**config.mk**
```make
export PLATFORM = sky130hd
export DESIGN_NAME = vmem_line_sched
export DESIGN_NICKNAME = d
export VERILOG_FILES = /design/src/rtl/vmem_line_sched_pkg.sv /design/src/rtl/vmem_line_sched.sv
export SDC_FILE = /design/constraint.sdc
export NUM_CORES = 1
export LEC_CHECK = 0
export ABC_AREA = 0
export BUFFER_PORTS_ARGS = -buffer_cell sky130_fd_sc_hd__buf_2
export CORE_UTILIZATION = 53
export CTS_CLUSTER_SIZE = 28
export DETAILED_ROUTE_END_ITERATION = 10
export MAX_ROUTING_LAYER = met4
export PLACE_DENSITY = 0.81
export REMOVE_ABC_BUFFERS = 1
export SYNTH_ARGS = -nofsm -noshare
export SYNTH_HDL_FRONTEND = slang
export SYNTH_SLANG_ARGS = --single-unit
```
**constraint.sdc**
```tcl
create_clock -name i_clk -period 1.7 [get_ports i_clk]
set_input_delay 0.34 -clock i_clk [delete_from_list [all_inputs] [get_ports i_clk]]
set_output_delay 0.34 -clock i_clk [all_outputs]
set_load 0.1 [all_outputs]
```
**src/rtl/vmem_line_sched_pkg.sv**
```systemverilog
// Shared defaults, FSM state type and the saturating drop-counter helper
// for the capture line RAM ping-pong scheduler.
package vmem_line_sched_pkg;

  localparam int VMEM_DATA_W   = 12;
  localparam int VMEM_ADDR_W   = 9;
  localparam int VMEM_LINE_LEN = 320;
  localparam int DROP_W        = 8;

  typedef enum logic [1:0] {
    ST_IDLE = 2'd0,
    ST_FILL = 2'd1,
    ST_SKIP = 2'd2
  } state_e;

  function automatic logic [DROP_W-1:0] sat_inc(input logic [DROP_W-1:0] v);
    return (&v) ? v : v + DROP_W'(1);
  endfunction

endpackage

```
**src/rtl/vmem_line_sched.sv**
```systemverilog
// Ping-pong write scheduler for the two-bank capture line RAM: writes pixels
// into the current bank, commits full lines and hands them to readout in order.
module vmem_line_sched
  import vmem_line_sched_pkg::*;
#(
  parameter int DATA_W   = VMEM_DATA_W,
  parameter int ADDR_W   = VMEM_ADDR_W,
  parameter int LINE_LEN = VMEM_LINE_LEN
) (
  input  logic                i_clk,
  input  logic                i_rst_n,
  input  logic                i_line_start,
  input  logic                i_vdata_valid,
  input  logic [DATA_W-1:0]   i_vdata,
  output logic                o_wr_en,
  output logic [ADDR_W:0]     o_wr_addr,
  output logic [DATA_W-1:0]   o_wr_data,
  output logic                o_line_rdy,
  output logic                o_rd_bank,
  input  logic                i_line_done,
  output logic [DROP_W-1:0]   o_drop_cnt,
  output logic                o_busy,
  output state_e              o_dbg_state
);

  localparam int CNT_W = ADDR_W + 1;
  localparam logic [CNT_W-1:0] LAST_WORD = CNT_W'(LINE_LEN - 1);

  // Readout handshake: o_line_rdy is a level meaning "bank o_rd_bank holds a
  // committed line"; a one-cycle i_line_done while it is high releases that
  // bank and advances o_rd_bank. A done pulse while o_line_rdy is low is ignored.

  state_e               state_q, state_d;
  logic [CNT_W-1:0]     cnt_q, cnt_d;
  logic                 wr_bank_q, wr_bank_d;
  logic                 rd_bank_q, rd_bank_d;
  logic [1:0]           full_q, full_d;
  logic [DROP_W-1:0]    drop_q, drop_d;
  logic                 commit_pend_q;
  logic                 commit_bank_q;
  logic                 wr_en_q;
  logic [ADDR_W:0]      wr_addr_q;
  logic [DATA_W-1:0]    wr_data_q;

  logic                 accept;
  logic                 commit;
  logic [CNT_W-1:0]     base;
  logic [ADDR_W-1:0]    acc_word;
  logic                 done_ok;

  always_comb begin
    state_d   = state_q;
    cnt_d     = cnt_q;
    wr_bank_d = wr_bank_q;
    drop_d    = drop_q;
    accept    = 1'b0;
    commit    = 1'b0;
    base      = cnt_q;
    acc_word  = cnt_q[ADDR_W-1:0];
    case (state_q)
      ST_IDLE, ST_SKIP: begin
        if (i_line_start) begin
          if (full_q[wr_bank_q]) begin
            state_d = ST_SKIP;
            drop_d  = sat_inc(drop_q);
          end else begin
            state_d = ST_FILL;
            cnt_d   = '0;
          end
        end
      end
      ST_FILL: begin
        // A restart abandons the short line but keeps the bank; the pixel
        // arriving with the restart becomes word 0 of the new line.
        if (i_line_start) begin
          base   = '0;
          drop_d = sat_inc(drop_q);
        end
        cnt_d = base;
        if (i_vdata_valid) begin
          accept   = 1'b1;
          acc_word = base[ADDR_W-1:0];
          cnt_d    = base + CNT_W'(1);
          if (base == LAST_WORD) begin
            commit    = 1'b1;
            wr_bank_d = ~wr_bank_q;
            state_d   = ST_IDLE;
            cnt_d     = '0;
          end
        end
      end
      default: state_d = ST_IDLE;
    endcase
  end

  // The commit lands one cycle after the last write so readout never sees a
  // bank before its final word is in the RAM.
  always_comb begin
    full_d    = full_q;
    rd_bank_d = rd_bank_q;
    done_ok   = i_line_done & full_q[rd_bank_q];
    if (commit_pend_q) full_d[commit_bank_q] = 1'b1;
    if (done_ok) begin
      full_d[rd_bank_q] = 1'b0;
      rd_bank_d         = ~rd_bank_q;
    end
  end

  always_ff @(posedge i_clk or negedge i_rst_n) begin
    if (!i_rst_n) begin
      state_q       <= ST_IDLE;
      cnt_q         <= '0;
      wr_bank_q     <= 1'b0;
      rd_bank_q     <= 1'b0;
      full_q        <= '0;
      drop_q        <= '0;
      commit_pend_q <= 1'b0;
      commit_bank_q <= 1'b0;
      wr_en_q       <= 1'b0;
      wr_addr_q     <= '0;
      wr_data_q     <= '0;
    end else begin
      state_q       <= state_d;
      cnt_q         <= cnt_d;
      wr_bank_q     <= wr_bank_d;
      rd_bank_q     <= rd_bank_d;
      full_q        <= full_d;
      drop_q        <= drop_d;
      commit_pend_q <= commit;
      if (commit) commit_bank_q <= wr_bank_q;
      wr_en_q       <= accept;
      if (accept) begin
        wr_addr_q <= {wr_bank_q, acc_word};
        wr_data_q <= i_vdata;
      end
    end
  end

  assign o_wr_en     = wr_en_q;
  assign o_wr_addr   = wr_addr_q;
  assign o_wr_data   = wr_data_q;
  assign o_line_rdy  = full_q[rd_bank_q];
  assign o_rd_bank   = rd_bank_q;
  assign o_drop_cnt  = drop_q;
  assign o_busy      = (state_q != ST_IDLE);
  assign o_dbg_state = state_q;

endmodule

```
==> out/results.ini <==
[outcome]
status=finished, final reports clean

[job]
drv_cap=0

[timing]
post-route-min-period_ns=1.66
clock.fmax_mhz=602
worst_clock_skew_ns=0.00889
fin_crit_sh_pct=97.8
hold_viol_final=0
maxSlewViolCount=0
setup_viol=0
max_slew_margin_pct=67.1
tightest_slew_ns=0.497
finalWorstSetupSlack_ns=0.0379

[global_routing]
grt_overflow=0
grt.total_usage_pct=23.9
first_global_vias=1613
grt_max_degree=50
grt_pass1_wl_um=7430
grt_antenna_before_repair=0

[final_layout]
instances_no_fill=316
num-fill-cells=313
final_nets=284
drive_gt1_share_pct=41.0
multi_input_area_sq_um=943
seq_area_sq_um=1230
area_growth_pct=29.1
antenna_cells=0

[setup_path]
worstPathArrival_ns=1.86
path_class=reg2reg
path_max_fanout=7
critPathLaunchType=flop
end_kind=flop
worstPathRequired_ns=1.90

[logic_synthesis]
ys_top_cells_by_area=dfrtp_1 56%, mux2_2 8.2%, o21ai_0 3.4%, nand2_1 3.3%, nand2b_1 2.6%
synth-edff-count=0
yosys_warnings=0
seq_area_frac_synth_pct=55.9
ys_ff_latch=49
synth_async_sr_flop_share_pct=100
syn_area_per_cell_sq_um=11.5
synth_area_sq_um=2190
yosys.area.top_type=dfrtp_1
yosys.area.top_type_share_pct=55.9
synth.distinct_cells=45
ys.flop_type=dfrtp_1
netlist_instances=191

[placement]
dpl.hpwl_um=3280
dp_slack_ns=-0.136
globalplace.congestion=0.892
io_buffers=52
placedCellCount=303

[detailed_routing]
viasPerCell=5.40
via_count=1707
wl_um=4650
post-route-drc-count=0
drtPass1Iterations=5
wl_per_cell_um=14.7
ant_nets=0
drt_iter0_drc=123

[die]
core-area_sq_um=4000
die_area_sq_um=4400
dieWidth_um=66.3
ios=53
start_util_pct=54.8
die_h_um=66.3
num_rows=23

[clocking]
clock-sinks=49
clock_latency_ns=0.31
htree_levels=2
cts_tree=done
clock_path_buffers=2
cts_root_buf=clkbuf_8
hold_buffers=0
path_clk_slew_ns=0.09
cts_buffers=5

[min_path]
hp-class=in2async

-- metal layers --
| layer | wire [um] | global-route usage, % | up-vias |
|---|---|---|---|
| met4 | 55 | 6.38 | 0 |
| li1 | - | - | 826 |
| met5 | 0 | - | - |
| met2 | 2470 | 39.7 | 47 |
| met1 | 1940 | 28.5 | 825 |
| met3 | 194 | 6.90 | 9 |
-- cells in the mapped netlist (2+ instances only) --
cell type	n
dfrtp_1	49
nand2b_1	9
nor2_2	2
nand3_1	6
a32o_1	3
clkbuf_1	2
mux2_2	16
ha_1	2
xnor2_1	5
a21o_1	2
nand2_1	19
inv_1	6
and3_1	3
buf_2	3
nor2_1	4
xor2_1	3
a31oi_1	8
nand4_1	3
o21ai_0	15
a21oi_1	6
-- flip-flops by register name, summed over array words and instances (netlist names) --
name           flops
wr_bank_q          1
commit_pend_q      1
commit_bank_q      1
o_wr_addr         10
full_q             2
o_rd_bank          1
o_drop_cnt         8
cnt_q             10
o_wr_data         12
o_wr_en            1
o_dbg_state        2
-- critical path: stages (launching register included) --
cell	delay, ns
dfrtp_1	0.37
nand2b_1	0.08
inv_1	0.07
ha_2	0.19
nand3_2	0.11
nor2_4	0.22
a21oi_4	0.12
buf_4	0.15
a32o_1	0.24
-- layout make-up --
type | count | share of cell area, %
well taps | 50 | 2.21
clock inverters | 1 | 1.06
flip-flops and latches | 49 | 43.3
multi-input cells | 130 | 33.3
repair buffers | 73 | 16.3
clock buffers | 7 | 3.05
inverters | 6 | 0.795
-- final timing paths --
check	from	endpoint	slack, ns	depth (start not counted)
worst max-delay path	cnt_q[0]	cnt_q[0]	0.04	8
worst min-delay path	i_rst_n	o_wr_addr[5]	0.003	2
worst max register to register	cnt_q[0]	cnt_q[0]	0.04	8
worst min register to register	o_wr_addr[1]	o_wr_addr[1]	0.48	2
max in group asynchronous	i_rst_n	full_q[1]	1.47	2
min in group i_clk	i_vdata[9]	o_wr_data[9]	0.25	2
-- per-stage QoR --
stage	area [sq um]	util [%]	hold WS [ns]	TNS, ns
final	2830	70.8	0.00263	0
after floorplan	2160	-	0.0444	-19.05
after detailed placement	2650	66.1	0.350	-0.844
after global placement	2650	66.1	0.347	-0.220
after CTS	2780	69.4	0.0185	0
after global routing	2830	70.8	0.0184	-0.0436
-- placed cells by master (no fill, tap or decap), types with 8 or more instances in the layout --
cell type and n:
nand2b_1 9, buf_2 50, o21ai_0 15, mux2_2 16
dfrtp_1 49, buf_4 20, a31oi_1 8, nand2_1 19
-- cell families after synthesis --
kind of cell / count (synthesis) / share of synthesized area, %
multiplexers: 18 / 9.18
buffers and inverters: 12 / 2.57
adder cells (fa/ha/maj): 2 / 1.14
AO/OA/AOI/OAI: 44 / 12.8
XOR/XNOR: 9 / 3.94
flip-flops: 49 / 55.9
AND/OR/NAND/NOR: 57 / 14.5
-- repair_timing --
| item | CTS | global route |
|---|---|---|
| setup endpoints to repair | 3 | 9 |
| setup buffers | 1 | 4 |
| pin swaps | 0 | 3 |
| cloned | 0 | 0 |
| resized for setup | 1 | 6 |
Power is left out: the tool's default activity adds up to more than one toggle a clock period on the data nets, which glitch-free logic cannot reach.
